<file path="src/rtl/cvxif_copro_responder.sv">
// CV-X-IF coprocessor responder: decodes custom-0 ALU ops, tracks them in order, returns results.
// Defining CVXIF_COPRO_MUL_EN adds a two-cycle pipelined multiply on funct3=4.
module cvxif_copro_responder #(
  parameter int unsigned XLEN      = 32,
  parameter int unsigned IdWidth   = 3,
  parameter int unsigned NrEntries = 4
) (
  input  logic               clk_i,
  input  logic               rst_i,
  input  logic               issue_valid_i,
  output logic               issue_ready_o,
  input  logic [31:0]        issue_instr_i,
  input  logic [IdWidth-1:0] issue_id_i,
  output logic               issue_accept_o,
  output logic               issue_writeback_o,
  input  logic               register_valid_i,
  input  logic [IdWidth-1:0] register_id_i,
  input  logic [XLEN-1:0]    register_rs1_i,
  input  logic [XLEN-1:0]    register_rs2_i,
  input  logic               commit_valid_i,
  input  logic [IdWidth-1:0] commit_id_i,
  input  logic               commit_kill_i,
  output logic               result_valid_o,
  input  logic               result_ready_i,
  output logic [IdWidth-1:0] result_id_o,
  output logic [4:0]         result_rd_o,
  output logic               result_we_o,
  output logic [XLEN-1:0]    result_data_o
);

  localparam int unsigned PtrW = $clog2(NrEntries);
  localparam int unsigned CntW = PtrW + 1;

  logic [2:0] dec_funct3;
  logic [4:0] dec_rd;
  logic       dec_funct_ok;
  logic       unused_instr_bits;

  assign dec_funct3 = issue_instr_i[14:12];
  assign dec_rd     = issue_instr_i[11:7];
  // Register specifiers are irrelevant here: operand values arrive on the register channel.
  assign unused_instr_bits = ^issue_instr_i[24:15];

  always_comb begin
    case (dec_funct3)
      3'd0, 3'd1, 3'd2, 3'd3: dec_funct_ok = 1'b1;
`ifdef CVXIF_COPRO_MUL_EN
      3'd4:                   dec_funct_ok = 1'b1;
`endif
      default:                dec_funct_ok = 1'b0;
    endcase
  end

  assign issue_accept_o    = (issue_instr_i[6:0] == 7'h0B) && (issue_instr_i[31:25] == 7'd0) &&
                             dec_funct_ok;
  assign issue_writeback_o = issue_accept_o && (dec_rd != 5'd0);

  // Outstanding-instruction table
  logic [PtrW-1:0]      head_q, head_d, tail_q, tail_d;
  logic [CntW-1:0]      count_q, count_d;
  logic [NrEntries-1:0] valid_q, valid_d, ops_q, ops_d, commit_q, commit_d;
  logic [NrEntries-1:0] kill_q, kill_d, we_q, we_d;
  logic [IdWidth-1:0]   id_q     [NrEntries];
  logic [IdWidth-1:0]   id_d     [NrEntries];
  logic [2:0]           funct3_q [NrEntries];
  logic [2:0]           funct3_d [NrEntries];
  logic [4:0]           rd_q     [NrEntries];
  logic [4:0]           rd_d     [NrEntries];
  logic [XLEN-1:0]      rs1_q    [NrEntries];
  logic [XLEN-1:0]      rs1_d    [NrEntries];
  logic [XLEN-1:0]      rs2_q    [NrEntries];
  logic [XLEN-1:0]      rs2_d    [NrEntries];

  logic               result_valid_q, result_valid_d, result_we_q, result_we_d;
  logic [IdWidth-1:0] result_id_q, result_id_d;
  logic [4:0]         result_rd_q, result_rd_d;
  logic [XLEN-1:0]    result_data_q, result_data_d;

  logic            full, push, pop, pop_kill, pop_done, mul_load, res_free;
  logic            head_valid, head_ready, head_is_mul, mul_busy;
  logic [2:0]      head_funct3;
  logic [XLEN-1:0] head_rs1, head_rs2, alu_res;

  assign full          = (count_q == CntW'(NrEntries));
  assign issue_ready_o = !full && !rst_i;
  assign push          = issue_valid_i && issue_ready_o && issue_accept_o;

  assign head_valid  = valid_q[head_q];
  assign head_ready  = head_valid && !kill_q[head_q] && ops_q[head_q] && commit_q[head_q];
  assign head_funct3 = funct3_q[head_q];
  assign head_rs1    = rs1_q[head_q];
  assign head_rs2    = rs2_q[head_q];
  assign res_free    = !result_valid_q || result_ready_i;

  // Killed entries retire without needing the result register.
  assign pop_kill = head_valid && kill_q[head_q];
  assign pop_done = head_ready && !head_is_mul && !mul_busy && res_free;
  assign mul_load = head_ready && head_is_mul && !mul_busy;
  assign pop      = pop_kill || pop_done || mul_load;

  always_comb begin
    case (head_funct3)
      3'd0:    alu_res = head_rs1 + head_rs2;
      3'd1:    alu_res = head_rs1 ^ head_rs2;
      3'd2:    alu_res = head_rs1 - head_rs2;
      3'd3:    alu_res = head_rs1 & head_rs2;
      default: alu_res = '0;
    endcase
  end

`ifdef CVXIF_COPRO_MUL_EN
  logic               mul_valid_q, mul_valid_d, mul_we_q, mul_we_d;
  logic [IdWidth-1:0] mul_id_q, mul_id_d;
  logic [4:0]         mul_rd_q, mul_rd_d;
  logic [XLEN-1:0]    mul_data_q, mul_data_d;

  assign head_is_mul = (head_funct3 == 3'd4);
  // Younger heads stall while a product is in flight to keep results in order.
  assign mul_busy    = mul_valid_q;

  always_comb begin
    mul_valid_d = mul_valid_q && !res_free;
    mul_id_d    = mul_id_q;
    mul_rd_d    = mul_rd_q;
    mul_we_d    = mul_we_q;
    mul_data_d  = mul_data_q;
    if (mul_load) begin
      mul_valid_d = 1'b1;
      mul_id_d    = id_q[head_q];
      mul_rd_d    = rd_q[head_q];
      mul_we_d    = we_q[head_q];
      mul_data_d  = head_rs1 * head_rs2;
    end
  end

  always_ff @(posedge clk_i) begin
    if (rst_i) begin
      mul_valid_q <= 1'b0;
      mul_id_q    <= '0;
      mul_rd_q    <= '0;
      mul_we_q    <= 1'b0;
      mul_data_q  <= '0;
    end else begin
      mul_valid_q <= mul_valid_d;
      mul_id_q    <= mul_id_d;
      mul_rd_q    <= mul_rd_d;
      mul_we_q    <= mul_we_d;
      mul_data_q  <= mul_data_d;
    end
  end
`else
  assign head_is_mul = 1'b0;
  assign mul_busy    = 1'b0;
`endif

  always_comb begin
    result_valid_d = result_valid_q && !result_ready_i;
    result_id_d    = result_id_q;
    result_rd_d    = result_rd_q;
    result_we_d    = result_we_q;
    result_data_d  = result_data_q;
    if (pop_done) begin
      result_valid_d = 1'b1;
      result_id_d    = id_q[head_q];
      result_rd_d    = rd_q[head_q];
      result_we_d    = we_q[head_q];
      result_data_d  = alu_res;
    end
`ifdef CVXIF_COPRO_MUL_EN
    if (mul_valid_q && res_free) begin
      result_valid_d = 1'b1;
      result_id_d    = mul_id_q;
      result_rd_d    = mul_rd_q;
      result_we_d    = mul_we_q;
      result_data_d  = mul_data_q;
    end
`endif
  end

  always_comb begin
    valid_d  = valid_q;
    ops_d    = ops_q;
    commit_d = commit_q;
    kill_d   = kill_q;
    we_d     = we_q;
    id_d     = id_q;
    funct3_d = funct3_q;
    rd_d     = rd_q;
    rs1_d    = rs1_q;
    rs2_d    = rs2_q;
    head_d   = pop ? head_q + PtrW'(1) : head_q;
    tail_d   = push ? tail_q + PtrW'(1) : tail_q;
    count_d  = count_q + CntW'(push) - CntW'(pop);
    // The slot being issued is not yet valid, so same-cycle register/commit cannot hit it.
    for (int i = 0; i < NrEntries; i++) begin
      if (register_valid_i && valid_q[i] && !ops_q[i] && (id_q[i] == register_id_i)) begin
        ops_d[i] = 1'b1;
        rs1_d[i] = register_rs1_i;
        rs2_d[i] = register_rs2_i;
      end
      if (commit_valid_i && valid_q[i] && (id_q[i] == commit_id_i)) begin
        if (commit_kill_i) kill_d[i] = 1'b1;
        else               commit_d[i] = 1'b1;
      end
    end
    if (pop) valid_d[head_q] = 1'b0;
    if (push) begin
      valid_d[tail_q]  = 1'b1;
      ops_d[tail_q]    = 1'b0;
      commit_d[tail_q] = 1'b0;
      kill_d[tail_q]   = 1'b0;
      we_d[tail_q]     = issue_writeback_o;
      id_d[tail_q]     = issue_id_i;
      funct3_d[tail_q] = dec_funct3;
      rd_d[tail_q]     = dec_rd;
    end
  end

  always_ff @(posedge clk_i) begin
    if (rst_i) begin
      head_q         <= '0;
      tail_q         <= '0;
      count_q        <= '0;
      valid_q        <= '0;
      ops_q          <= '0;
      commit_q       <= '0;
      kill_q         <= '0;
      we_q           <= '0;
      id_q           <= '{default: '0};
      funct3_q       <= '{default: '0};
      rd_q           <= '{default: '0};
      rs1_q          <= '{default: '0};
      rs2_q          <= '{default: '0};
      result_valid_q <= 1'b0;
      result_id_q    <= '0;
      result_rd_q    <= '0;
      result_we_q    <= 1'b0;
      result_data_q  <= '0;
    end else begin
      head_q         <= head_d;
      tail_q         <= tail_d;
      count_q        <= count_d;
      valid_q        <= valid_d;
      ops_q          <= ops_d;
      commit_q       <= commit_d;
      kill_q         <= kill_d;
      we_q           <= we_d;
      id_q           <= id_d;
      funct3_q       <= funct3_d;
      rd_q           <= rd_d;
      rs1_q          <= rs1_d;
      rs2_q          <= rs2_d;
      result_valid_q <= result_valid_d;
      result_id_q    <= result_id_d;
      result_rd_q    <= result_rd_d;
      result_we_q    <= result_we_d;
      result_data_q  <= result_data_d;
    end
  end

  assign result_valid_o = result_valid_q;
  assign result_id_o    = result_id_q;
  assign result_rd_o    = result_rd_q;
  assign result_we_o    = result_we_q;
  assign result_data_o  = result_data_q;

endmodule

</file>
<file path="config.mk">
export PLATFORM = sky130hd
export DESIGN_NAME = cvxif_copro_responder
export DESIGN_NICKNAME = d
export VERILOG_FILES = /design/src/rtl/cvxif_copro_responder.sv
export SDC_FILE = /design/constraint.sdc
export NUM_CORES = 1
export LEC_CHECK = 0
export CAP_MARGIN = 20
export CELL_PAD_IN_SITES_DETAIL_PLACEMENT = 1
export CELL_PAD_IN_SITES_GLOBAL_PLACEMENT = 2
export CORE_ASPECT_RATIO = 0.8
export CORE_MARGIN = 5
export CORE_UTILIZATION = 32
export CTS_CLUSTER_DIAMETER = 50
export DETAILED_ROUTE_END_ITERATION = 7
export PLACE_DENSITY = 0.8
export SYNTH_ARGS = -nofsm -noshare
export SYNTH_HDL_FRONTEND = slang
export SYNTH_SLANG_ARGS = --single-unit
export TNS_END_PERCENT = 20
</file>
<file path="constraint.sdc">
create_clock -name clk_i -period 5.3 [get_ports clk_i]
set_input_delay 0.53 -clock clk_i [delete_from_list [all_inputs] [get_ports clk_i]]
set_output_delay 0.53 -clock clk_i [all_outputs]
set_load 0.01 [all_outputs]
</file>
==> impl_metrics.ini <==
[floorplanning]
die_w_um = 276
io-pin-count = 157
die_height_um = 223
die_area_um2 = 61500
start_util = 0.321
core-area_um2 = 56400
rows = 78

[clocking]
clock_latency_ns = 0.57
cts_buffers = 47
cts_setup_buffers = 0
cts.sinks = 369
htree_levels = 2
clockBufferDepth = 3
cts_tree = done
cts_root_buffer = clkbuf_16
path_clk_slew_ns = 0.06

[drt]
drc = 0
drt-initial-drc-count = 1054
wl_um = 65200
wl_per_cell_um = 21.2
firstDrtPassIters = 5
ant_nets = 0
vias = 16100
via_per_inst = 5.23

[worst_setup_path]
end_kind = flip-flop
criticalPathCategory = flip-flop to flip-flop
r2r_cells = 19
crit_slowest_cell = mux4_2
worstSetupStartpoint = head_q[0]
critical_path.cell_chain = buf_12, buf_4, mux4_2, nor3_1, buf_4, nand2b_1, o41ai_1, xor2_1, ha_1, a21o_1, o211a_1, nor2_1, o311ai_0, a31oi_1, buf_4, o31ai_1, a21oi_1, xor2_1, o22ai_1
r2r_slack_ns = 0.20
r2r_end = result_data_o[23]
slowest_delay_ns = 0.60
crit_cells = 19
arrival_ns = 5.51
r2r_start = head_q[0]
path_delay_family = compound AO/OA/AOI/OAI gates
required_ns = 5.71
cp-start-kind = flip-flop
path_common_cell = buf_4
path_buf_inv = 4
crit_fanout = 17

[timing]
finalHoldViolCount = 0
setup_viol = 0
max_freq_mhz = 196
slew_viol_final = 0
setup_ws_ns = 0.205
tightest_slew_ns = 1.14
fin_tns_setup_ns = 0
fin_skew_ns = 0.0230
hold_ws_ns = 0.437
period_share = 0.961
rsz0062_at_grt = false
maxSlewHeadroom = 0.241
min_period_ns = 5.10

[logic_synthesis]
synthCells = 2158
synthAdderAreaFrac = 0.0533
synth_fp_nets = 2346
synth_top_family_by_area = simple AND/OR/NAND/NOR gates
ys_ff_latch = 369
synth_compound_area_frac = 0.147
syn-cell-area_um2 = 18100
post_synth_xor_area_fraction = 0.0411
synth-simple-area-share = 0.193
yosysWarningCount = 0
ys.flop_type = dfxtp_1
synthArstFlopShare = 0
synth_seq_area_share = 0.408
yosys.area.top_type_share = 0.408
synth.most_common_cell = nand2_1
syn_avg_cell_area_um2 = 8.39
synth_area_leaders = dfxtp_1 41%, nand2_1 14%, a21oi_1 10%, mux4_2 8.8%, ha_1 5.1%
synth.distinct_cells = 59
synthTopCellsByCount = 663 x nand2_1, 369 x dfxtp_1, 368 x a21oi_1, 113 x clkbuf_1, 82 x nor2_1
muxShareOfSynthArea = 0.122
synth_edf_count = 0
synth_area_leader_cell = dfxtp_1

[grt]
grt_max_degree = 112
grt_pass1_vias = 17000
grt.overflow.total = 0
grt_usage = 0.205
grt_pass1_wl_um = 101000
antenna_found_initial = 0

[cells_and_area]
seqCellArea_um2 = 7390
drive_above_1_share = 0.101
antenna_cells = 0
syn_to_final_growth_pct = 22.1
nFillCells = 6657
fin_cells = 3073
nNetsFinal = 2465
multi_input_area_um2 = 10100

[power_and_ir_drop]
power.leakage_nw = 7.78
p_per_area_nw_per_um2 = 281
vdd_ir_drop_max_uv = 182

[min_path]
hp-class = input pin to flip-flop
holdCritStartpoint = rst_i
hold_depth = 2
worstHoldEndpoint = result_data_o[7]

[placed_design]
dpl.hpwl_um = 44800
io_buffers = 146
dp_cells = 2988
pre_cts_slack_ns = 0.205
place_congestion = 0.855

[flow_run]
max_cap_viol_count = 0

[run_status]
status = finished, final reports clean
worst max-delay path by stage:
| stage | end | slack, ns |
|---|---|---|
| 2_1_floorplan | result_data_o[27] | 0.23 |
| 3_3_place_gp | result_data_o[29] | 0.21 |
| 3_5_place_dp | result_data_o[29] | 0.20 |
| 4_1_cts | result_data_o[27] | 0.15 |
| 5_1_grt | result_data_o[31] | 0.006 |
| 6_report | result_data_o[23] | 0.20 |
area by class of cell:
class | count | share of cell area
multi-input combinational | 1622 | 0.456
sequential | 369 | 0.334
timing repair buffer | 213 | 0.0901
clock buffer | 72 | 0.0639
tap | 760 | 0.0430
clock inverter | 13 | 0.00837
inverter | 24 | 0.00407
cells by family after synthesis:
logic type,Yosys count
compound gates,487
xor+xnor,85
fa+ha+maj,76
buf+inv,167
flops,369
mux,120
simple gates,854
repair_timing:
action | CTS | global route
setup endpoints to repair | 0 | 7
hold endpoints to repair | 0 | 0
resized for setup | 0 | 4
hold buffers | 0 | 0
sequential cells by signal (all words and copies together), names as in the netlist:
signal / count
rs1_q: 128
rs2_q: 128
result_data_o: 32
rd_q: 20
funct3_q: 12
id_q: 12
result_rd_o: 5
commit_q: 4
kill_q: 4
ops_q: 4
valid_q: 4
we_q: 4
count_q: 3
result_id_o: 3
head_q: 2
tail_q: 2
result_valid_o: 1
result_we_o: 1
metal layers:
| metal | part of all wire | routed length [um] | track usage |
|---|---|---|---|
| met4 | 0.020 | 1280 | 0.0482 |
| met3 | 0.045 | 2910 | 0.0300 |
| met1 | 0.48 | 31200 | 0.289 |
| met5 | 0 | 0 | 0 |
| met2 | 0.46 | 29900 | 0.334 |
placed cells by master, fill, tap and decap left out, types with 7 or more instances in the layout:
cell / instances
o31ai_1: 7
dfxtp_1: 367
a31oi_1: 9
nor2_1: 82
clkbuf_16: 49
xor2_1: 50
mux4_1: 7
nor2b_1: 10
or3_1: 7
a21oi_1: 368
clkdlybuf4s50_1: 145
o22ai_1: 13
inv_1: 24
nand2b_1: 11
nor3_1: 28
xnor2_1: 35
clkbuf_8: 10
nand4_1: 7
clkbuf_1: 13
a21o_1: 14
mux4_2: 71
o21ai_0: 32
nand3_1: 9
buf_4: 65
mux2i_1: 39
o211ai_1: 8
nand2_1: 662
ha_1: 74
through the flow:
stage | cell area (um^2) | util | power, W
finish | 22100 | 0.392 | 0.00623
global route | 22100 | 0.392 | 0.00642
CTS | 22100 | 0.392 | 0.00629
detailed placement | 20500 | 0.364 | 0.00302
global placement | 20500 | 0.364 | 0.00301
floorplan | 18100 | - | 0.00289
where the power goes:
part / switching (W) / total (W) / internal (W)
Clock: 0.00124 / 0.00327 / 0.00203
Sequential: 0.00000000105 / 0.00277 / 0.00277
Combinational: 0.000105 / 0.000183 / 0.0000779
Total: 0.00135 / 0.00623 / 0.00488
(Power assumes the default switching activity.)
